[config.mk]
export PLATFORM = sky130hd
export DESIGN_NAME = vec_byte_packer_flat
export DESIGN_NICKNAME = d
export VERILOG_FILES = /design/src/rtl/vec_byte_packer_if.sv /design/src/rtl/vec_byte_packer.sv /design/src/flat_wrapper.sv
export SDC_FILE = /design/constraint.sdc
export NUM_CORES = 1
export LEC_CHECK = 0
export CAP_MARGIN = 10
export CORE_MARGIN = 10
export CORE_UTILIZATION = 48
export CTS_BUF_LIST = sky130_fd_sc_hd__clkbuf_16
export DETAILED_ROUTE_END_ITERATION = 6
export PLACE_DENSITY_LB_ADDON = 0.2
export SYNTH_ARGS = -nofsm -noshare
export SYNTH_HDL_FRONTEND = slang
export SYNTH_SLANG_ARGS = --single-unit
[constraint.sdc]
create_clock -name clk -period 5.7 [get_ports clk]
set_clock_uncertainty 0.2 [all_clocks]
set_input_delay 0.855 -clock clk [delete_from_list [all_inputs] [get_ports clk]]
set_output_delay 0.855 -clock clk [all_outputs]
set_load 0.005 [all_outputs]
[src/rtl/vec_byte_packer_if.sv]
// Byte-stream in / 128-bit pair out handshake bundle for vec_byte_packer.
// slave: packer side; master: upstream producer plus downstream consumer.
interface vec_byte_packer_if;
    logic        in_valid;
    logic        in_ready;
    logic [7:0]  in_data;
    logic        out_valid;
    logic        out_ready;
    logic [63:0] __out0;
    logic [63:0] __out1;

    modport slave (
        input  in_valid, in_data, out_ready,
        output in_ready, out_valid, __out0, __out1
    );

    modport master (
        output in_valid, in_data, out_ready,
        input  in_ready, out_valid, __out0, __out1
    );
endinterface

[src/rtl/vec_byte_packer.sv]
// Packs 16 bytes (head byte in MS lane) into a registered 64-bit pair.
// Ports: clk, rst (async high), bus (slave: byte in, pair out, valid/ready),
// flush (only with VEC_PACK_FLUSH_EN: pad remaining lanes with PAD_BYTE).
module vec_byte_packer #(
    parameter logic [7:0] PAD_BYTE = 8'h00
) (
    input  logic clk,
    input  logic rst,
`ifdef VEC_PACK_FLUSH_EN
    input  logic flush,
`endif
    vec_byte_packer_if.slave bus
);

    typedef enum logic {
        FILL = 1'b0,
        FULL = 1'b1
    } state_t;

    state_t       state_q, state_d;
    logic [3:0]   idx_q, idx_d;
    logic [127:0] data_q, data_d;
    logic         accept;
    logic [6:0]   lane_hi;

`ifdef VEC_PACK_FLUSH_EN
    logic [4:0]   fill_n;
`else
    wire  [7:0]   unused_pad = PAD_BYTE;
`endif

    // Handshake outputs are pure state decodes: no comb input-to-output path.
    assign bus.in_ready  = (state_q == FILL);
    assign bus.out_valid = (state_q == FULL);
    assign bus.__out0    = data_q[127:64];
    assign bus.__out1    = data_q[63:0];

    assign accept  = bus.in_valid & bus.in_ready;
    // Byte k occupies bits [127-8k -: 8] of the concatenated pair.
    assign lane_hi = 7'd127 - {idx_q, 3'b000};

    always_comb begin
        state_d = state_q;
        idx_d   = idx_q;
        data_d  = data_q;
`ifdef VEC_PACK_FLUSH_EN
        fill_n  = {1'b0, idx_q} + {4'b0000, accept};
`endif
        unique case (state_q)
            FILL: begin
                if (accept) begin
                    data_d[lane_hi -: 8] = bus.in_data;
                    idx_d = idx_q + 4'd1;
                    if (idx_q == 4'd15) begin
                        state_d = FULL;
                    end
                end
`ifdef VEC_PACK_FLUSH_EN
                // Partial pair: pad lanes at and beyond the fill count.
                // n==0 has nothing to emit; n==16 is already completion.
                if (flush && fill_n != 5'd0 && fill_n != 5'd16) begin
                    for (int k = 0; k < 16; k++) begin
                        if (5'(k) >= fill_n) begin
                            data_d[(15-k)*8 +: 8] = PAD_BYTE;
                        end
                    end
                    state_d = FULL;
                    idx_d   = 4'd0;
                end
`endif
            end
            FULL: begin
                if (bus.out_ready) begin
                    state_d = FILL;
                end
            end
        endcase
    end

    always_ff @(posedge clk or posedge rst) begin
        if (rst) begin
            state_q <= FILL;
            idx_q   <= 4'd0;
            data_q  <= 128'd0;
        end else begin
            state_q <= state_d;
            idx_q   <= idx_d;
            data_q  <= data_d;
        end
    end

endmodule

[src/flat_wrapper.sv]
// flat-port wrapper written by rule: the top's interface ports become plain ports
module vec_byte_packer_flat 
#(
    parameter logic [7:0] PAD_BYTE = 8'h00
)
  (clk, rst, bus_in_valid, bus_in_data, bus_out_ready, bus_in_ready, bus_out_valid, bus___out0, bus___out1);
  vec_byte_packer_if bus_i ();
  input  logic clk;
  input  logic rst;
  input wire logic [$bits(bus_i.in_valid)-1:0] bus_in_valid;
  input wire logic [$bits(bus_i.in_data)-1:0] bus_in_data;
  input wire logic [$bits(bus_i.out_ready)-1:0] bus_out_ready;
  output wire logic [$bits(bus_i.in_ready)-1:0] bus_in_ready;
  output wire logic [$bits(bus_i.out_valid)-1:0] bus_out_valid;
  output wire logic [$bits(bus_i.__out0)-1:0] bus___out0;
  output wire logic [$bits(bus_i.__out1)-1:0] bus___out1;
  assign bus_i.in_valid = bus_in_valid;
  assign bus_i.in_data = bus_in_data;
  assign bus_i.out_ready = bus_out_ready;
  assign bus_in_ready = bus_i.in_ready;
  assign bus_out_valid = bus_i.out_valid;
  assign bus___out0 = bus_i.__out0;
  assign bus___out1 = bus_i.__out1;
  vec_byte_packer #(.PAD_BYTE(PAD_BYTE)) u_core (.clk(clk), .rst(rst), .bus(bus_i));
endmodule
---- Word level (Yosys, flattened, before mapping) ----
Index checks and enable logic that the tools add are counted.
operators by class
  $add $sub $neg .......................... 3
  equal/unequal tests ..................... 1
  shift-type cells ........................ 2
  multiplexer cells ....................... 5
  bitwise gates (word level) .............. 2
  reductions and logical operators ........ 1
operator list
  cell                                                                      number
  8-bit by 9-bit variable shift with 135-bit output (first input constant)  1
  8-bit by 9-bit variable part select with 135-bit output                   1
  128-bit bitwise mux                                                       1
  7-bit negation with 9-bit output                                          1
  7-bit subtractor (first input constant)                                   1
  4-bit by 1-bit adder with 4-bit output (second input constant)            1
  4-bit equality test (second input constant)                               1
  1-bit 2-to-1 mux                                                          3
  1-bit one-hot mux with 2 select lines                                     1
  2-bit AND reduction                                                       1
  1-bit AND                                                                 1
  1-bit inverter                                                            1
word-level totals
  flip-flop bits (word level) ............. 133
  bits of input ports ..................... 12
  output and inout bits ................... 130
  word-level logic and storage cells ...... 17

---- Longest topological paths before layout ----
  depth after elaboration ................. 4
  gate-level depth with buffers ........... 7
  mapped depth without buffers ............ 5

---- Least setup slack after synthesis ----
Ideal clock, no wire load.
  kind .................................... in2reg
  from .................................... input port bus_in_valid
  to ...................................... register u_core.data_q[16]
  setup time .............................. 0.125 ns
  arrival time ............................ 1.659 ns
  data required time ...................... 5.375 ns
  slack ................................... 3.716 ns
  stages on the path ...................... 3
  path buffers ............................ 0
  cell sequence ........................... nand3b_1 nor2_2 mux2_2
on the way
  longest elaborated chain between the ends .. 2
RTL lines
  what                           line                   RTL
  from (decl)                    flat_wrapper.sv:10     input wire logic [$bits(bus_i.in_valid)-1:0] bus_in_valid;
  1-bit AND                      vec_byte_packer.sv:38  assign accept = bus.in_valid & bus.in_ready;
  2-bit AND reduction (no line)  -
  to (signal assigned)           vec_byte_packer.sv:88  data_q <= data_d;
  to (decl)                      vec_byte_packer.sv:22  logic [127:0] data_q, data_d;
Every way passes these cells.
A chain may end at the register's enable or synchronous reset.

---- Worst setup path in the final report ----
  from .................................... input port bus_in_valid
  to ...................................... register u_core.data_q[126]
Same word-level chain as after synthesis.

==> impl_metrics.tcl <==
set metrics [dict create \
    cts_root_buf "clkbuf_16" \
    maxCapViolCount 0 \
    final_hold_viol_count 0 \
    rsz0062_at_grt "false" \
    drt_iter0_drc 156 \
    fin_crit_ns 2.85 \
    criticalPathCategory "input pin to flop" \
    h-tree-depth 4 \
    grt_pass1_vias 3873 \
    detail_route.first_pass.iterations 4 \
    crit_fanout 9 \
    ios 142 \
    worst_slew_pin_slew_ns 0.866 \
    min_period_over_period_pct 49.9 \
    power_density_mw_per_mm2 510 \
    synth.area.top_cells "dfrtp_1 (63%), mux2_2 (20%), nand2_1 (3.6%)" \
    syn_inst 390 \
    ys_warn_count 0 \
    vias_per_cell 5.18 \
    fin_nets 561 \
    post_drt_wl_per_cell_um 20.1 \
    fp-row-count 38 \
    yosysTopAreaCell "dfrtp_1" \
    clock_latency_ns 0.39 \
    synth_most_common_cell "dfrtp_1" \
    setup_ws_ns 2.85 \
    setup_viol 0 \
    cts_hold_buf 0 \
    p_int_uw 2700 \
    ant_nets 0 \
    swShare_pct 29.0 \
    die_area_mm2 0.0156 \
    hpwlAfterDp_mm 9.88 \
    post_cts_resized 0 \
    final_layout_size_suffix_gt1_share_pct 25.2 \
    max_stage_delay_ns 0.67 \
    ys_async_sr_fraction_pct 100 \
    timing.hold.ws_ns 0.281 \
    ys_seq_area_share_pct 62.9 \
    gr-usage-all-layers_pct 17.8 \
    avgSynthCellArea_um2 13.6 \
    num_antenna_cells 0 \
    cpMaxStageDelayCell "nor2b_1" \
    coreArea_mm2 0.0108 \
    worstSetupEndpointType "flop" \
    pwr-share-seq_pct 38.1 \
    synth-edff-count 0 \
    irDropWorstVdd_mv 0.238 \
    clkTransAtPathRegs_ns 0.05 \
    critPathArrivalTime_ns 2.92 \
    numCtsBuffers 17 \
    multiInputGateArea_mm2 0.00190 \
    area_growth_pct 40.8 \
    seqCellArea_mm2 0.00333 \
    cp-start-kind "input pin" \
    clkPwrFrac_pct 28.6 \
    final_util_pct 69.0 \
    initial_core_util_pct 49.0 \
    grt_pass1_wl_mm 22.4 \
    yosys_most_used_dff "dfrtp_1" \
    required_ns 5.78 \
    maxSlewViolCount 0 \
    pre_cts_slack_ns 2.47 \
    timing.fmax_ghz 0.351 \
    die_w_um 125 \
    routabilityCongestion 0.825 \
    port-buffer-count 141 \
    grt_remaining_overflow 0 \
    dp_cells 664 \
    syn_area_mm2 0.00529 \
    outcome "finished, final reports clean" \
    syn_nets 408 \
    synth_cell_types 24 \
    p_leak_uw 0.00338 \
    die_h_um 125 \
    grt_max_degree 71 \
    stdcell_count 696 \
    path_cells "clkdlybuf4s50_1 -> nor2b_1 -> nand3_2 -> mux2_2" \
    clock_sinks 133 \
    maxSlewHeadroom_pct 42.3 \
    pwr-share-comb_pct 33.3 \
    p_sw_uw 1100 \
    min_path_type "flop to flop" \
    drc 0 \
    yosys_register_bits 133 \
    synthDominantCellAreaShare_pct 62.9 \
    post_cts_buffers 0 \
    nFillCells 788 \
    synth_common_cells "dfrtp_1 (133), mux2_2 (95), nand2_1 (51), o21ai_0 (34), and2_1 (22)" \
    routed-via-count 3604 \
    drt_wl_total_mm 14.0 \
    antenna_found_initial 0 \
    cts_tree "yes" \
    setup_tns_ns 0 \
    clockBufferDepth 2 \
]
cell usage in the layout (no fill, tap or decap), types with 5 or more instances in the layout:
| master | count |
|---|---|
| clkbuf_16 | 17 |
| mux2_2 | 95 |
| and2_1 | 22 |
| clkdlybuf4s50_1 | 141 |
| ha_1 | 6 |
| inv_1 | 6 |
| clkinv_2 | 5 |
| o21ai_0 | 34 |
| nor2_2 | 9 |
| dfrtp_1 | 133 |
| nand2_1 | 51 |
flip-flops by register name (all words and copies together) (netlist names):
name / flops
u_core.data_q: 128
u_core.idx_q: 4
u_core.bus.out_valid: 1
worst paths after layout:
path,slack [ns],cells after the start,start,endpoint
min in group asynchronous,0.85,3,rst,u_core.data_q[22]
worst min-delay path,0.28,2,u_core.data_q[34],u_core.data_q[34]
worst max-delay path,2.85,4,bus_in_valid,u_core.data_q[126]
worst min register to register,0.28,2,u_core.data_q[34],u_core.data_q[34]
max in group asynchronous,3.84,3,rst,u_core.idx_q[2]
worst max register to register,3.49,3,u_core.bus.out_valid,u_core.data_q[126]
layer usage:
| metal | GRT usage (%) | routed length (um) | vias up |
|---|---|---|---|
| li1 | - | - | 1659 |
| met4 | 4.20 | 80 | 0 |
| met5 | 0 | 0 | - |
| met1 | 21.9 | 6010 | 1826 |
| met3 | 7.73 | 1250 | 9 |
| met2 | 28.2 | 6660 | 110 |
area by class of cell:
type / count / share of cell area (%)
clock inverter: 15 / 2.22
tap: 140 / 2.35
inverter: 5 / 0.286
multi-input combinational: 243 / 25.6
timing repair buffer: 143 / 19.2
clock buffer: 17 / 5.71
sequential: 133 / 44.7
power by group through the flow:
stage	clock (uW)	combinational [uW]	sequential, uW
final	1090	1260	1450
after global routing	1150	1390	1490
after CTS	1100	1290	1450
after detailed placement	0	1280	1460
after global placement	0	1260	1440
after floorplan	0	507	1440
through the flow:
step / power, uW / cell area [um^2]
after floorplan: 1950 / 5290
after global placement: 2700 / 6860
after detailed placement: 2750 / 6860
after CTS: 3840 / 7450
after global routing: 4020 / 7450
final: 3800 / 7450
logic make-up after synthesis:
kind of cell / share of synthesized area, %
xor+xnor: 0.331
mux: 20.6
simple gates: 10.4
fa+ha+maj: 1.42
buf+inv: 1.09
compound gates: 3.22
flops: 62.9
critical path: cells and delay by family:
kind	cells	cell delay [ns]
buffers and inverters	1	0.64
AND/OR/NAND/NOR	2	1.05
multiplexers	1	0.37
Note: power is estimated with default switching activity, not from simulation.
